[src/rtl/ahb_master_busreq.sv]
`timescale 1ns/1ps
// Purpose : AHB-style bus master. It requests the bus, issues an INCR burst of
//           1..16 word beats, and recovers from RETRY/SPLIT/ERROR responses.
// Latency : the first NONSEQ appears the cycle after the grant edge. done or
//           error pulses one cycle after the closing response edge.
// Backpressure: HREADY=0 holds HADDR/HTRANS. Losing HGRANT returns the block
//           to REQ without counting the unaccepted beat.
// Ports   : HCLK/HRESET (sync, active-high); start/lock_req/beats/addr_base
//           launch a transaction; HGRANT/HREADY/HRESP come from the bus;
//           HBUSREQ/HLOCK/HTRANS/HADDR go to the bus; busy/done/error report status.
module ahb_master_busreq (
  input  logic        HCLK,
  input  logic        HRESET,
  input  logic        start,
  input  logic        lock_req,
  input  logic [4:0]  beats,
  input  logic [31:0] addr_base,
  input  logic        HGRANT,
  input  logic        HREADY,
  input  logic [1:0]  HRESP,
  output logic        HBUSREQ,
  output logic        HLOCK,
  output logic [1:0]  HTRANS,
  output logic [31:0] HADDR,
  output logic        busy,
  output logic        done,
  output logic        error
);

  localparam logic [1:0] TR_IDLE    = 2'b00;
  localparam logic [1:0] TR_NONSEQ  = 2'b10;
  localparam logic [1:0] TR_SEQ     = 2'b11;
  localparam logic [1:0] RESP_OKAY  = 2'b00;
  localparam logic [1:0] RESP_ERROR = 2'b01;

  typedef enum logic [2:0] {
    S_IDLE, S_REQ, S_ADDR, S_BURST, S_LAST, S_RECOVER
  } state_t;

  state_t      state_q, state_d;
  logic [31:0] addr_q, addr_d;        // next address to present
  logic [31:0] dp_addr_q, dp_addr_d;  // address of the beat in its data phase
  logic [4:0]  rem_q, rem_d;          // beats whose address is not yet accepted
  logic        lock_q, lock_d;
  logic        abort_q, abort_d;      // RECOVER is finishing an ERROR, not a RETRY
  logic        done_d, error_d;
  logic [1:0]  htrans_d;
  logic        hbusreq_q, hlock_q, busy_q, done_q, error_q;
  logic [1:0]  htrans_q;

  always_comb begin
    state_d   = state_q;
    addr_d    = addr_q;
    dp_addr_d = dp_addr_q;
    rem_d     = rem_q;
    lock_d    = lock_q;
    abort_d   = abort_q;
    done_d    = 1'b0;
    error_d   = 1'b0;

    case (state_q)
      S_IDLE: begin
        // A start arriving alongside the done pulse belongs to the old transaction.
        if (start && !done_q) begin
          lock_d  = lock_req;
          addr_d  = addr_base;
          abort_d = 1'b0;
          if (beats == 5'd0)       rem_d = 5'd1;
          else if (beats > 5'd16)  rem_d = 5'd16;
          else                     rem_d = beats;
          state_d = S_REQ;
        end
      end

      S_REQ: begin
        if (HGRANT && HREADY) state_d = S_ADDR;
      end

      S_ADDR, S_BURST: begin
        // Only BURST has an earlier beat in its data phase that can be answered.
        if (state_q == S_BURST && !HREADY && HRESP != RESP_OKAY) begin
          state_d = S_RECOVER;
          if (HRESP == RESP_ERROR) begin
            abort_d = 1'b1;
          end else begin
            // Rewind to the failing beat. The current address beat was not accepted.
            addr_d = dp_addr_q;
            rem_d  = rem_q + 5'd1;
          end
        end else if (HREADY) begin
          if (!HGRANT) begin
            state_d = S_REQ;
          end else begin
            dp_addr_d = addr_q;
            addr_d    = addr_q + 32'd4;
            rem_d     = (rem_q != 5'd0) ? rem_q - 5'd1 : 5'd0;
            state_d   = (rem_q == 5'd1) ? S_LAST : S_BURST;
          end
        end
      end

      S_LAST: begin
        if (!HREADY && HRESP != RESP_OKAY) begin
          state_d = S_RECOVER;
          if (HRESP == RESP_ERROR) begin
            abort_d = 1'b1;
          end else begin
            addr_d = dp_addr_q;
            rem_d  = rem_q + 5'd1;
          end
        end else if (HREADY) begin
          // A single-cycle non-OKAY response is treated as an abort so the block cannot hang.
          state_d = S_IDLE;
          rem_d   = 5'd0;
          if (HRESP == RESP_OKAY) done_d  = 1'b1;
          else                    error_d = 1'b1;
        end
      end

      S_RECOVER: begin
        if (HREADY) begin
          if (abort_q) begin
            state_d = S_IDLE;
            rem_d   = 5'd0;
            abort_d = 1'b0;
            error_d = 1'b1;
          end else begin
            state_d = S_REQ;
          end
        end
      end

      default: state_d = S_IDLE;
    endcase

    if (state_d == S_ADDR)       htrans_d = TR_NONSEQ;
    else if (state_d == S_BURST) htrans_d = TR_SEQ;
    else                         htrans_d = TR_IDLE;
  end

  always_ff @(posedge HCLK) begin
    if (HRESET) begin
      state_q   <= S_IDLE;
      addr_q    <= '0;
      dp_addr_q <= '0;
      rem_q     <= '0;
      lock_q    <= 1'b0;
      abort_q   <= 1'b0;
      hbusreq_q <= 1'b0;
      hlock_q   <= 1'b0;
      htrans_q  <= TR_IDLE;
      busy_q    <= 1'b0;
      done_q    <= 1'b0;
      error_q   <= 1'b0;
    end else begin
      state_q   <= state_d;
      addr_q    <= addr_d;
      dp_addr_q <= dp_addr_d;
      rem_q     <= rem_d;
      lock_q    <= lock_d;
      abort_q   <= abort_d;
      hbusreq_q <= (state_d != S_IDLE);
      hlock_q   <= (state_d != S_IDLE) && lock_d;
      htrans_q  <= htrans_d;
      busy_q    <= (state_d != S_IDLE);
      done_q    <= done_d;
      error_q   <= error_d;
    end
  end

  assign HBUSREQ = hbusreq_q;
  assign HLOCK   = hlock_q;
  assign HTRANS  = htrans_q;
  assign HADDR   = addr_q;
  assign busy    = busy_q;
  assign done    = done_q;
  assign error   = error_q;

endmodule

[config.mk]
export PLATFORM = sky130hd
export DESIGN_NAME = ahb_master_busreq
export DESIGN_NICKNAME = d
export VERILOG_FILES = /design/src/rtl/ahb_master_busreq.sv
export SDC_FILE = /design/constraint.sdc
export NUM_CORES = 1
export LEC_CHECK = 0
export CAP_MARGIN = 40
export CORE_MARGIN = 5
export CORE_UTILIZATION = 58
export DETAILED_ROUTE_END_ITERATION = 8
export GPL_TIMING_DRIVEN = 0
export PLACE_DENSITY = 0.86
export SLEW_MARGIN = 20
export SYNTH_ARGS = -nofsm -noshare
export SYNTH_HDL_FRONTEND = slang
export SYNTH_SLANG_ARGS = --single-unit
[constraint.sdc]
create_clock -name HCLK -period 6.9 [get_ports HCLK]
set_input_delay 1.38 -clock HCLK [delete_from_list [all_inputs] [get_ports HCLK]]
set_output_delay 1.38 -clock HCLK [all_outputs]
set_load 0.01 [all_outputs]
==> impl_metrics.py <==
metrics = {
    "outcome": {
        "status": "finished clean",
    },
    "power_and_ir_drop": {
        "cellLeakagePower_nw": 2.081,
        "power.density_nw_per_um2": 185.1,
        "total_power_w": 0.001150,
        "ir_drop_v": 0.0001310,
    },
    "worst_setup_path": {
        "cp-end-kind": "register",
        "critPathTopFamily": "buffers and inverters",
        "cp.arrival_ns": 4.27,
        "cp-start-kind": "input port",
        "crit_type": "in2reg",
        "critPathSlowestCell": "a31oi_1",
        "cp_cell_sequence": "clkdlybuf4s50_1 > or2_2 > buf_2 > a31oi_1 > clkbuf_1 > o22ai_1 > a211oi_1 > nor3_1",
        "critPathMaxFanout": 10,
        "cp.required_ns": 7.11,
        "cpPeakStageDelay_ns": 0.62,
        "path_buf_inv": 3,
    },
    "floorplanning": {
        "die_h_um": 102.9,
        "row_count": 33,
        "design.die.area_um2": 10590,
        "die_w_um": 102.9,
        "core_area_um2": 8299,
        "initial_core_util_pct": 60.30,
        "ioPinCount": 84,
    },
    "timing": {
        "fin_skew_ns": 0.01502,
        "slew_violations": 0,
        "hold_viol": 0,
        "rsz0062_at_grt": "no",
        "setup_viol": 0,
        "fmax_mhz": 246.4,
        "period_share_pct": 58.81,
        "worst_pin_slew_ns": 0.9766,
        "finalWorstSetupSlack_ns": 2.842,
        "period_needed_ns": 4.058,
        "relSlewSlack_pct": 33.21,
        "setup_tns_ns": 0,
    },
    "clock_network": {
        "cts.sinks": 80,
        "cts_made_buffers": 9,
        "ctsResizeCount": 0,
        "clk_pin_slew_worst_paths_ns": 0.08,
        "post_cts_buffers": 0,
        "cts-root-buf": "clkbuf_8",
        "cts_max_level": 3,
        "insertion_delay_ns": 0.37,
        "cts_tree": "yes",
        "cts_hold_buf": 0,
        "clock_path_buffers": 2,
    },
    "synth": {
        "syn-num-nets": 731,
        "synth_enable_flop_cells": 0,
        "postSynth.asyncResetShare_pct": 0,
        "synth_flop_cell": "dfxtp_1",
        "ys_warn_count": 0,
        "netlist.area_leader.share_pct": 32.00,
        "yosys.area.top_type": "dfxtp_1",
        "yosysSeqAreaShare_pct": 32.00,
        "syn_area_per_cell_um2": 7.382,
        "yosysUniqueCellTypes": 67,
        "synth_area_leaders": "dfxtp_1 32%, nand2_1 9.2%, a21oi_1 7.1%",
        "ys_ff_latch": 80,
        "synthCells": 678,
        "syn_area_um2": 5005,
    },
    "final_layout": {
        "syn_to_final_growth_pct": 24.13,
        "nets": 831,
        "diodes": 0,
        "final_cell_mix": "122 x nand2_1, 83 x clkdlybuf4s50_1, 80 x dfxtp_1",
        "final_core_util_pct": 74.85,
        "final_common_cell": "nand2_1",
        "final_layout_size_suffix_gt1_share_pct": 6.769,
    },
    "route": {
        "first_iter_violations": 751,
        "antenna_left": 0,
        "drc": 0,
        "drtPass1Iterations": 5,
        "viasPerCell": 6.868,
        "drt-wirelength-per-cell_um": 22.13,
        "wirelength_mm": 19.65,
        "num_vias": 6099,
    },
    "placement": {
        "gp_congestion": 0.9745,
        "port_buffers": 83,
        "dp_slack_ns": 2.611,
        "hpwl_mm": 13.72,
    },
    "global_route": {
        "grt_max_degree": 15,
        "grt-ovfl-total": 0,
        "grt_pass1_vias": 5862,
        "antenna_found_initial": 0,
        "grt_pass1_wl_mm": 30.55,
        "grt.total_usage_pct": 37.47,
    },
    "job": {
        "drv_cap": 0,
    },
    "min_path": {
        "min_path_type": "reg2reg",
    },
}
## report_power, final
group          total, W  internal [W]  switching (W)
Sequential     0.000516      0.000483      0.0000328
Clock          0.000380      0.000180       0.000200
Combinational  0.000254      0.000111       0.000142
## flip-flops by register name, indices dropped and copies added, names as in the netlist
| name | cells |
|---|---|
| error | 1 |
| HTRANS | 2 |
| HLOCK | 1 |
| dp_addr_q | 32 |
| abort_q | 1 |
| done | 1 |
| state_q | 3 |
| rem_q | 5 |
| busy | 1 |
| HADDR | 32 |
| lock_q | 1 |
## logic make-up (layout without fill, tap and decap cells)
logic type               Yosys count  in the layout  share of synthesized area (%)
AND/OR/NAND/NOR                  269            269                          25.82
AO/OA/AOI/OAI                    216            216                          28.53
flip-flops                        80             80                          32.00
buffers and inverters             80            185                          6.750
multiplexers                      18             18                          3.675
adder cells (fa/ha/maj)            8              8                          2.000
XOR/XNOR                           7              7                          1.225
## synth_stat cells, types with 4 or more instances
cell       instances
a2111oi_0         10
a211oi_1           8
a21o_1             4
a21oi_1           71
a221oi_1          12
a22oi_1            4
a31oi_1           16
a32o_1             6
and2_1             4
and3_1             7
buf_2             15
clkbuf_1          37
dfxtp_1           80
ha_1               8
inv_1             23
mux2i_1           15
nand2_1          122
nand2b_1           4
nand3_1           14
nand4_1           11
nor2_1            45
nor2b_1            4
nor3_1            19
nor4_1            10
nor4b_1            4
o21ai_0           38
o2bb2ai_1          9
o31ai_1            5
o32ai_1            7
or3_1              6
or4_1              4
xor2_1             6
## metrics by stage
step	std cells	area, µm²	hold slack, ns
after global placement	866	5967	0.4400
after detailed placement	870	5991	0.4449
after global routing	888	6212	0.4835
final	888	6212	0.4596
after CTS	886	6196	0.4560
after floorplan	678	5005	0.4329
## worst reg2reg max path, delay by kind of cell, from the launching register on
family | cells | cell delay, ns
adders and majority gates | 1 | 0.25
and+or+nand+nor | 1 | 0.08
DFF | 1 | 0.47
AOI/OAI and AO/OA | 3 | 1.06
buffers and inverters | 3 | 1.02
## metal layers
metal	track usage (%)	up-vias	part of all wire, %
met5	0	-	0
met4	19.92	0	4.7
met3	9.269	96	15
met2	55.11	536	42
met1	50.56	2778	39
li1	-	2689	-
## area by class of cell
type | count | area, µm²
multi-input combinational | 518 | 3065
fill | 659 | 2087
sequential | 80 | 1602
timing repair buffer | 89 | 870.8
buffer | 56 | 247.7
clock buffer | 11 | 141.4
tap | 105 | 131.4
inverter | 24 | 90.09
clock inverter | 5 | 63.81
## worst paths after layout
kind	cells after the start	slack, ns	from	endpoint
min reg2reg	2	0.46	dp_addr_q[4]	dp_addr_q[4]
min	2	0.46	dp_addr_q[4]	dp_addr_q[4]
max	8	2.84	HRESP[1]	HADDR[2]
max reg2reg	8	3.87	state_q[2]	HADDR[2]
(Power assumes the default switching activity.)
